[config.mk]
export PLATFORM = sky130hd
export DESIGN_NAME = fetch_unit
export DESIGN_NICKNAME = d
export VERILOG_FILES = /design/src/rtl/fetch_unit.sv
export SDC_FILE = /design/constraint.sdc
export NUM_CORES = 1
export LEC_CHECK = 0
export CORE_ASPECT_RATIO = 1.25
export CORE_MARGIN = 2
export CORE_UTILIZATION = 41
export DETAILED_ROUTE_END_ITERATION = 10
export PLACE_DENSITY_LB_ADDON = 0.05
export SYNTH_ARGS = -nofsm -noshare
export SYNTH_HDL_FRONTEND = slang
export SYNTH_SLANG_ARGS = --single-unit
[constraint.sdc]
create_clock -name clk -period 1.85 [get_ports clk]
set_input_delay 0.4625 -clock clk [delete_from_list [all_inputs] [get_ports clk]]
set_output_delay 0.4625 -clock clk [all_outputs]
set_load 0.05 [all_outputs]
[src/rtl/fetch_unit.sv]
// Instruction fetch sequencer: drives the PC register, issues one imem read per
// instruction, holds the result for the decoder and handles branch redirects.
module fetch_unit #(
  parameter logic [31:0] RESET_PC = 32'h0000_0000,
  parameter int          PC_STEP  = 4
) (
  input  logic        clk,
  input  logic        rst_n,
  input  logic [31:0] pc,
  output logic [31:0] pc_next,
  output logic        pc_ld,
  output logic        imem_req,
  output logic [31:0] imem_addr,
  input  logic        imem_ack,
  input  logic [31:0] imem_data,
  output logic [31:0] ir,
  output logic [31:0] ir_pc,
  output logic        ir_valid,
  input  logic        ir_ready,
  input  logic        br_taken,
  input  logic [31:0] br_target
);

  typedef enum logic [1:0] {S_LOAD, S_REQ, S_HOLD} state_t;

  state_t      r_state,    w_state_nxt;
  logic [31:0] r_target,   w_target_nxt;
  logic        r_drop,     w_drop_nxt;
  logic [31:0] r_ir,       w_ir_nxt;
  logic [31:0] r_ir_pc,    w_ir_pc_nxt;
  logic        r_ir_valid, w_ir_valid_nxt;
  logic [31:0] w_pc_inc;

  assign w_pc_inc  = pc + 32'(PC_STEP);
  assign pc_next   = r_target;
  assign imem_addr = pc;
  assign ir        = r_ir;
  assign ir_pc     = r_ir_pc;
  assign ir_valid  = r_ir_valid;

  always_ff @(posedge clk or negedge rst_n) begin
    if (!rst_n) begin
      r_state    <= S_LOAD;
      r_target   <= RESET_PC;
      r_drop     <= 1'b0;
      r_ir       <= '0;
      r_ir_pc    <= '0;
      r_ir_valid <= 1'b0;
    end else begin
      r_state    <= w_state_nxt;
      r_target   <= w_target_nxt;
      r_drop     <= w_drop_nxt;
      r_ir       <= w_ir_nxt;
      r_ir_pc    <= w_ir_pc_nxt;
      r_ir_valid <= w_ir_valid_nxt;
    end
  end

  always_comb begin
    w_state_nxt    = r_state;
    w_target_nxt   = r_target;
    w_drop_nxt     = r_drop;
    w_ir_nxt       = r_ir;
    w_ir_pc_nxt    = r_ir_pc;
    w_ir_valid_nxt = r_ir_valid;
    pc_ld          = 1'b0;
    imem_req       = 1'b0;
    case (r_state)
      S_LOAD: begin
        pc_ld = 1'b1;
        // A redirect here repeats LOAD so the PC register picks up the new target.
        if (br_taken) w_target_nxt = br_target;
        else          w_state_nxt  = S_REQ;
      end
      S_REQ: begin
        imem_req = 1'b1;
        if (imem_ack) begin
          w_state_nxt = S_LOAD;
          w_drop_nxt  = 1'b0;
          if (br_taken) begin
            w_target_nxt = br_target;
          end else if (!r_drop) begin
            w_ir_nxt       = imem_data;
            w_ir_pc_nxt    = pc;
            w_ir_valid_nxt = 1'b1;
            w_target_nxt   = w_pc_inc;
            w_state_nxt    = S_HOLD;
          end
        end else if (br_taken) begin
          // Request already in flight: let it finish, then throw its data away.
          w_target_nxt = br_target;
          w_drop_nxt   = 1'b1;
        end
      end
      S_HOLD: begin
        if (br_taken) begin
          w_ir_valid_nxt = 1'b0;
          w_target_nxt   = br_target;
          w_state_nxt    = S_LOAD;
        end else if (ir_ready) begin
          w_ir_valid_nxt = 1'b0;
          w_state_nxt    = S_LOAD;
        end
      end
      default: w_state_nxt = S_LOAD;
    endcase
  end

endmodule

# Word-level counts from Yosys, hierarchy flattened
# Index checks and enable logic that the tools add are counted.
# W data, S select, Z words.
# totals
regBits,100
in_bits,101
out_inout_bits,131
wordCells,49
# classes
add_sub_neg,1
eq_ne,8
n_mux,22
bitwise_logic,2
n_reduce_logical,10
# ops
operator,n
$mux W32,4
$pmux W32 S2,1
$add A32 B3 Y32 const B,1
$mux W2,6
$mux W1,9
$ne A2 B2 Y1 const B,4
$pmux W2 S3,1
$reduce_bool A2 Y1,3
$reduce_and A5 Y1,1
$ne A4 B4 Y1 const B,1
$reduce_and A2 Y1,2
$reduce_and A4 Y1,1
$ne A3 B3 Y1 const B,1
$reduce_and A3 Y1,1
$eq A2 B1 Y1 const B,1
$eq A2 B2 Y1 const B,1
$logic_not A2 Y1,1
$not A1 Y1,2
$pmux W1 S2,1
$reduce_or A2 Y1,1

# Depth between registers and ports, before layout
# Gate-level depths: netlist of run 1.
# depth
depth_word,5
depth_mapped,8
ltp_nobuf,6

# Worst setup path before layout of run 1
# OpenSTA, ideal clock, no wires.
# synth_timing
kind,register to register
start,register r_state[1]
end,"register r_ir[0], in the netlist ir[0]"
t_arrival_ns,1.547
required_ns,1.732
slack_ns,0.186
path_stages_with_launch,8
path_buffers,3
cell_sequence,dfrtp_1 nand2b_1 or3_1 clkbuf_1 buf_2 clkbuf_1 nand2_1 nand2_1
# synth_via
elab_chain_cells,2
# synth_lines
element,line,source
from (decl),26,"state_t r_state, w_state_nxt;"
from (signal assigned),50,r_state <= w_state_nxt;
$eq A2 B1 Y1,68,case (r_state)
$reduce_and A4 Y1 (no line),n/a,
to (signal assigned),53,r_ir <= w_ir_nxt;
to (decl),29,"logic [31:0] r_ir, w_ir_nxt;"
# No other way between the ends.
# A chain may end at the register's enable or synchronous reset.

# Worst setup path after layout of run 1
# layout_timing
start,input pc[13]
end,output imem_addr[13]
# layout_rtl
element,line,source
from (decl),9,"input logic [31:0] pc,"
to (decl),13,"output logic [31:0] imem_addr,"
# No word-level cell between the ends.

==> impl_metrics.tcl, run 1 <==
set metrics [dict create \
    outcome "complete, no violations" \
    cts_sinks 100 \
    yosysWarnings 0 \
    cts_buffers 9 \
    slew_viol_final 0 \
    power_density_mw_per_mm2 1560 \
    cap_viol_max_count 0 \
    cp.arrival_ns 1.31 \
    rsz0062_at_grt "yes" \
    clock_path_buffers 2 \
    r2r-start "r_state[1]" \
    dp_hpwl_um 11800 \
    synth_commonest_cells "nand2_1, dfrtp_1, buf_4" \
    cts_tree "done" \
    gp_congestion 0.855 \
    hold_viol 0 \
    worst_ir_drop_vdd_mv 0.950 \
    endpoint "imem_addr[13]" \
    finalCritPeriodShare_pct 95.6 \
    final_area_sq_mm 0.00802 \
    viasPerCell 5.09 \
    clk_pin_slew_ns 0.06 \
    tightest_slew_ns 0.476 \
    ys_seq_elements 100 \
    timing.final.ws_setup_ns 0.0809 \
    required_ns 1.39 \
    drtIter0Drc 141 \
    num_io_pins 232 \
    finalCriticalPeriod_ns 1.77 \
    min_path_type "input pin to async pin" \
    dp_slack_ns -0.341 \
    synth-edff-count 0 \
    drtPass1Iterations 5 \
    crit_type "input pin to primary output" \
    grt_overflow 0 \
    synth_area_leaders "dfrtp_1, nand2_1, buf_4" \
    crit_path_start "pc[13]" \
    grt_max_degree 54 \
    synthArstFlopShare_pct 100 \
    ant_nets 0 \
    drc_errors 0 \
    antenna_cells 0 \
    grtUsageTotal_pct 25.0 \
    clk_latency_ns 0.34 \
    area_delta_synth_final_pct 68.5 \
    grt_pass1_wl_um 24700 \
    syn_inst 537 \
    initial_core_util_pct 41.5 \
    cp_max_fo 5 \
    synth_most_common_cell "nand2_1" \
    startpoint_type "input pin" \
    numPlacedInstances 914 \
    wl_um 15400 \
    clock.fmax_mhz 565 \
    core_sq_mm 0.0115 \
    synth_top_area_cell "dfrtp_1" \
    seq_area_frac_synth_pct 52.6 \
    antenna_found_initial 0 \
    multiInputGateArea_sq_mm 0.00193 \
    synthesis.nets 639 \
    wl_per_cell_um 16.5 \
    root_buffer "clkbuf_16" \
    avgSynthCellArea_sq_um 8.86 \
    die_w_um 100 \
    synth_top_area_share_pct 52.6 \
    finalSetupViolCount 0 \
    synthFlopType "dfrtp_1" \
    relSlewSlack_pct 68.3 \
    reg2reg_depth 4 \
    rows 44 \
    die-area_sq_mm 0.0125 \
    io_buffer_count 231 \
    cp-end-kind "primary output" \
    crit-reg2reg-capture "pc_next[11]" \
    die_y_um 124 \
    reg2reg_slack_ns 0.19 \
    htreeDepth 3 \
    clock_skew_ns 0.00497 \
    register_area_sq_mm 0.00250 \
    fin_hold_ws_ns 0.0729 \
    place_area_sq_mm 0.00759 \
    power_mw 12.5 \
    ys_types 42 \
    drive_above_1_share_pct 28.8 \
    p_leak_nw 3.93 \
    synth_area_sq_mm 0.00476 \
    grt_pass1_vias 4791 \
    vias 4739 \
    fin_cells 931 \
    layout.nets 891 \
    fill_cells 915 \
]
==> cell usage in the layout (no fill, tap or decap), drive strengths merged, types with 2 or more instances in the layout <==
cell / Yosys / layout
bufinv: 0 / 3
and4: 2 / 2
a21oi: 24 / 24
dfrtp: 100 / 100
nor4: 3 / 3
clkdlybuf4s50: 0 / 90
a22oi: 11 / 11
nand4: 9 / 9
xnor2: 8 / 8
nor3: 4 / 4
o22ai: 28 / 28
xor2: 20 / 20
nand2: 206 / 206
nor2: 10 / 10
dlymetal6s2s: 0 / 9
buf: 42 / 201
nand2b: 3 / 3
o21ai: 15 / 15
clkbuf: 17 / 11
inv: 5 / 5
and3: 5 / 5
nand3: 11 / 11
==> critical path, cell delays in order <==
cell,delay (ns)
clkdlybuf4s50_1,0.53
buf_4,0.18
buf_12,0.14
==> area by class of cell <==
type                    count  area share [%]
well taps                 138            2.15
clock buffers              11            3.03
inverters                   5           0.234
clock inverters             4            1.22
flip-flops and latches    100            31.2
repair buffers            300            38.1
multi-input cells         373            24.1
==> metrics by stage <==
step / setup TNS [ns] / util (%)
4_1_cts: 0 / 69.3
5_1_grt: -0.00543 / 70.0
3_5_place_dp: -18.29 / 66.3
3_3_place_gp: -15.97 / 66.3
2_1_floorplan: 0 / -
6_report: 0 / 70.0
==> state kept, by name, summed over array words and instances, names as in the netlist <==
register	cells
ir	32
ir_pc	32
ir_valid	1
pc_next	32
r_drop	1
r_state	2
==> routing by layer <==
| layer | GRT usage (%) | part of all wire, % | vias up |
|---|---|---|---|
| li1 | - | - | 2260 |
| met1 | 30.2 | 38 | 2287 |
| met2 | 43.3 | 53 | 177 |
| met3 | 6.73 | 7.6 | 15 |
| met4 | 7.17 | 1.9 | 0 |
| met5 | 0 | 0 | - |
==> what timing repair did <==
item | CTS | global route
hold buffers | 0 | 0
pin swaps | 0 | 8
setup buffers | 0 | 2
setup endpoints to repair | 1 | 16
resized for setup | 1 | 18
==> logic make-up after synthesis <==
family,count (synthesis),share of synthesized area [%]
and+or+nand+nor,259,23.4
DFF,100,52.6
buffers and inverters,64,7.81
adders and majority gates,1,0.263
AOI/OAI and AO/OA,85,10.8
xor gates and xnor gates,28,5.16
==> worst min-delay path by stage <==
stage,depth (start not counted),endpoint,slack [ns],startpoint
after floorplan,0,ir[0],0.17,rst_n
after global placement,1,ir_pc[4],0.44,rst_n
after detailed placement,1,ir_pc[4],0.45,rst_n
after CTS,1,ir_pc[4],0.08,rst_n
after global routing,1,ir_pc[4],0.1,rst_n
final,1,ir_pc[4],0.07,rst_n
==> report_power, final <==
part	switching [mW]	leakage, nW	internal [mW]
clock	0.774	0.162	1.35
combinational	4.66	2.55	2.15
sequential	0.511	1.21	3.05
(Power assumes the default switching activity.)
==> run 2, diff against run 1 <==
Settings changed: CORE_UTILIZATION 41 to 37.
Clock period 1.85 ns to 1.6 ns, I/O delays scaled along.
==> run 2 against run 1 <==
Routed wire length up 23%. Global-route usage grew 0.60 points. Sequential power grew 31%. First-iteration DRC count grew 73%. Non-clock buffer count up 19. Clock-buffer cell count down 2. Combinational power increased by 59%. Clock skew rose by 0.0012 ns. Cell count up 5.5%. Largest cell class unchanged.
==> impl_metrics.tcl, run 2 (same netlist as run 1, synthesis figures left out) <==
set metrics [dict create \
    drive_above_1_share_pct 32.4 \
    num_io_pins 232 \
    core_sq_mm 0.0126 \
    finalCriticalPeriod_ns 1.57 \
    tightest_slew_ns 0.374 \
    cts_tree "done" \
    drc_errors 0 \
    final_common_cell "nand2_1" \
    relSlewSlack_pct 75.1 \
    cts_sinks 100 \
    area_delta_synth_final_pct 103 \
    root_buffer "clkbuf_16" \
    dp_slack_ns -0.644 \
    antenna_cells 0 \
    slew_viol_final 0 \
    ant_nets 0 \
    grt_overflow 0 \
    crit_slowest_cell "clkdlybuf4s50_1" \
    hold_viol 0 \
    p_leak_nw 4.52 \
    place_area_sq_mm 0.00887 \
    startpoint_type "input pin" \
    worst-path-buf-inv 3 \
    outcome "complete, no violations" \
    die_y_um 131 \
    wl_per_cell_um 19.3 \
    hold_start "imem_ack" \
    max_stage_delay_ns 0.48 \
    final_cell_mix "nand2_1, buf_12, dfrtp_1, clkdlybuf4s50_1, buf_4" \
    reg2reg_slack_ns 0.08 \
    wl_um 19000 \
    grt_pass1_wl_um 27100 \
    holdPathStages 3 \
    required_ns 1.20 \
    initial_core_util_pct 37.7 \
    clk_latency_ns 0.34 \
    grt_pass1_vias 4984 \
    finalSetupViolCount 0 \
    vias 4952 \
    clk_pin_slew_ns 0.07 \
    rsz0062_at_grt "yes" \
    min_path_type "input pin to register" \
    layout.nets 911 \
    hold_end "r_drop" \
    reg2reg_depth 5 \
    viasPerCell 5.04 \
    cp_max_fo 4 \
    final_area_sq_mm 0.00965 \
    critical_path_depth 3 \
    power_density_mw_per_mm2 1850 \
    gp_congestion 0.812 \
    cap_viol_max_count 0 \
    htreeDepth 3 \
    worst_ir_drop_vdd_mv 1.15 \
    die_w_um 105 \
    drtPass1Iterations 7 \
    cts_buffers 9 \
    cp-end-kind "primary output" \
    timing.final.ws_setup_ns 0.0285 \
    rows 46 \
    drtIter0Drc 244 \
    critPathTopFamily "buffers and inverters" \
    clock.fmax_mhz 636 \
    io_buffer_count 231 \
    cp.arrival_ns 1.17 \
    clock_skew_ns 0.00616 \
    clock_path_buffers 2 \
    crit_type "input pin to primary output" \
    grt_max_degree 41 \
    grtUsageTotal_pct 25.6 \
    finalCritPeriodShare_pct 98.2 \
    r2r-start "r_state[1]" \
    antenna_found_initial 0 \
    die-area_sq_mm 0.0138 \
    path_cells "clkdlybuf4s50_1 -> buf_4 -> buf_12" \
    dp_hpwl_um 12900 \
    crit-reg2reg-capture "ir[18]" \
]
-- run 2: how the worst max path moves through the flow --
stage,from,endpoint
3_3_place_gp,pc[13],pc_next[31]
6_report,pc[28],imem_addr[28]
4_1_cts,pc[24],pc_next[31]
2_1_floorplan,r_state[0],pc_ld
3_5_place_dp,pc[13],pc_next[31]
5_1_grt,r_state[1],imem_req
-- run 2: area by class of cell --
| type | count | area (sq um) |
|---|---|---|
| inverters | 5 | 21.3 |
| clock inverters | 7 | 98.8 |
| repair buffers | 319 | 4590 |
| multi-input cells | 374 | 2010 |
| well taps | 168 | 210 |
| fillers | 850 | 2950 |
| clock buffers | 9 | 225 |
| flip-flops and latches | 100 | 2500 |
-- run 2: metal layers --
layer  wire length (um)  GRT usage [%]  up-vias
li1                   -              -     2302
met1               6910           29.9     2404
met2              10100           45.8      215
met3               1490           7.29       31
met4                455           7.76        0
met5                  0              0        -
-- run 2: worst reg2reg max path, stage by stage, from the launching register on --
cell,delay (ns)
dfrtp_1,0.40
nand2b_4,0.20
or3_4,0.46
clkbuf_16,0.21
nand2_1,0.08
nand2_1,0.05
-- run 2: power by group --
part / leakage [nW] / switching [mW] / internal (mW)
clock: 0.156 / 1.02 / 1.38
combinational: 3.15 / 5.67 / 5.12
sequential: 1.21 / 1.14 / 3.53
total: 4.52 / 7.83 / 10.0
-- run 2: metrics by stage --
stage	utilization [%]	setup TNS [ns]	total power, mW	hold slack (ns)	std cells
after global routing	76.6	-0.00505	18.6	0.464	982
after CTS	73.9	-0.0123	17.6	0.507	967
after global placement	70.4	-34.84	14.9	0.338	945
final	76.6	0	17.9	0.456	982
after detailed placement	70.4	-37.79	15.2	0.340	945
after floorplan	-	-0.00628	9.10	0.104	537
-- run 2: timing repair --
action | CTS | global route
hold buffers | 1 | 0
setup buffers | 4 | 3
hold endpoints to repair | 22 | 0
cloned | 1 | 12
resized for setup | 46 | 26
pin swaps | 10 | 10
endpoints found under the setup margin | 70 | 76
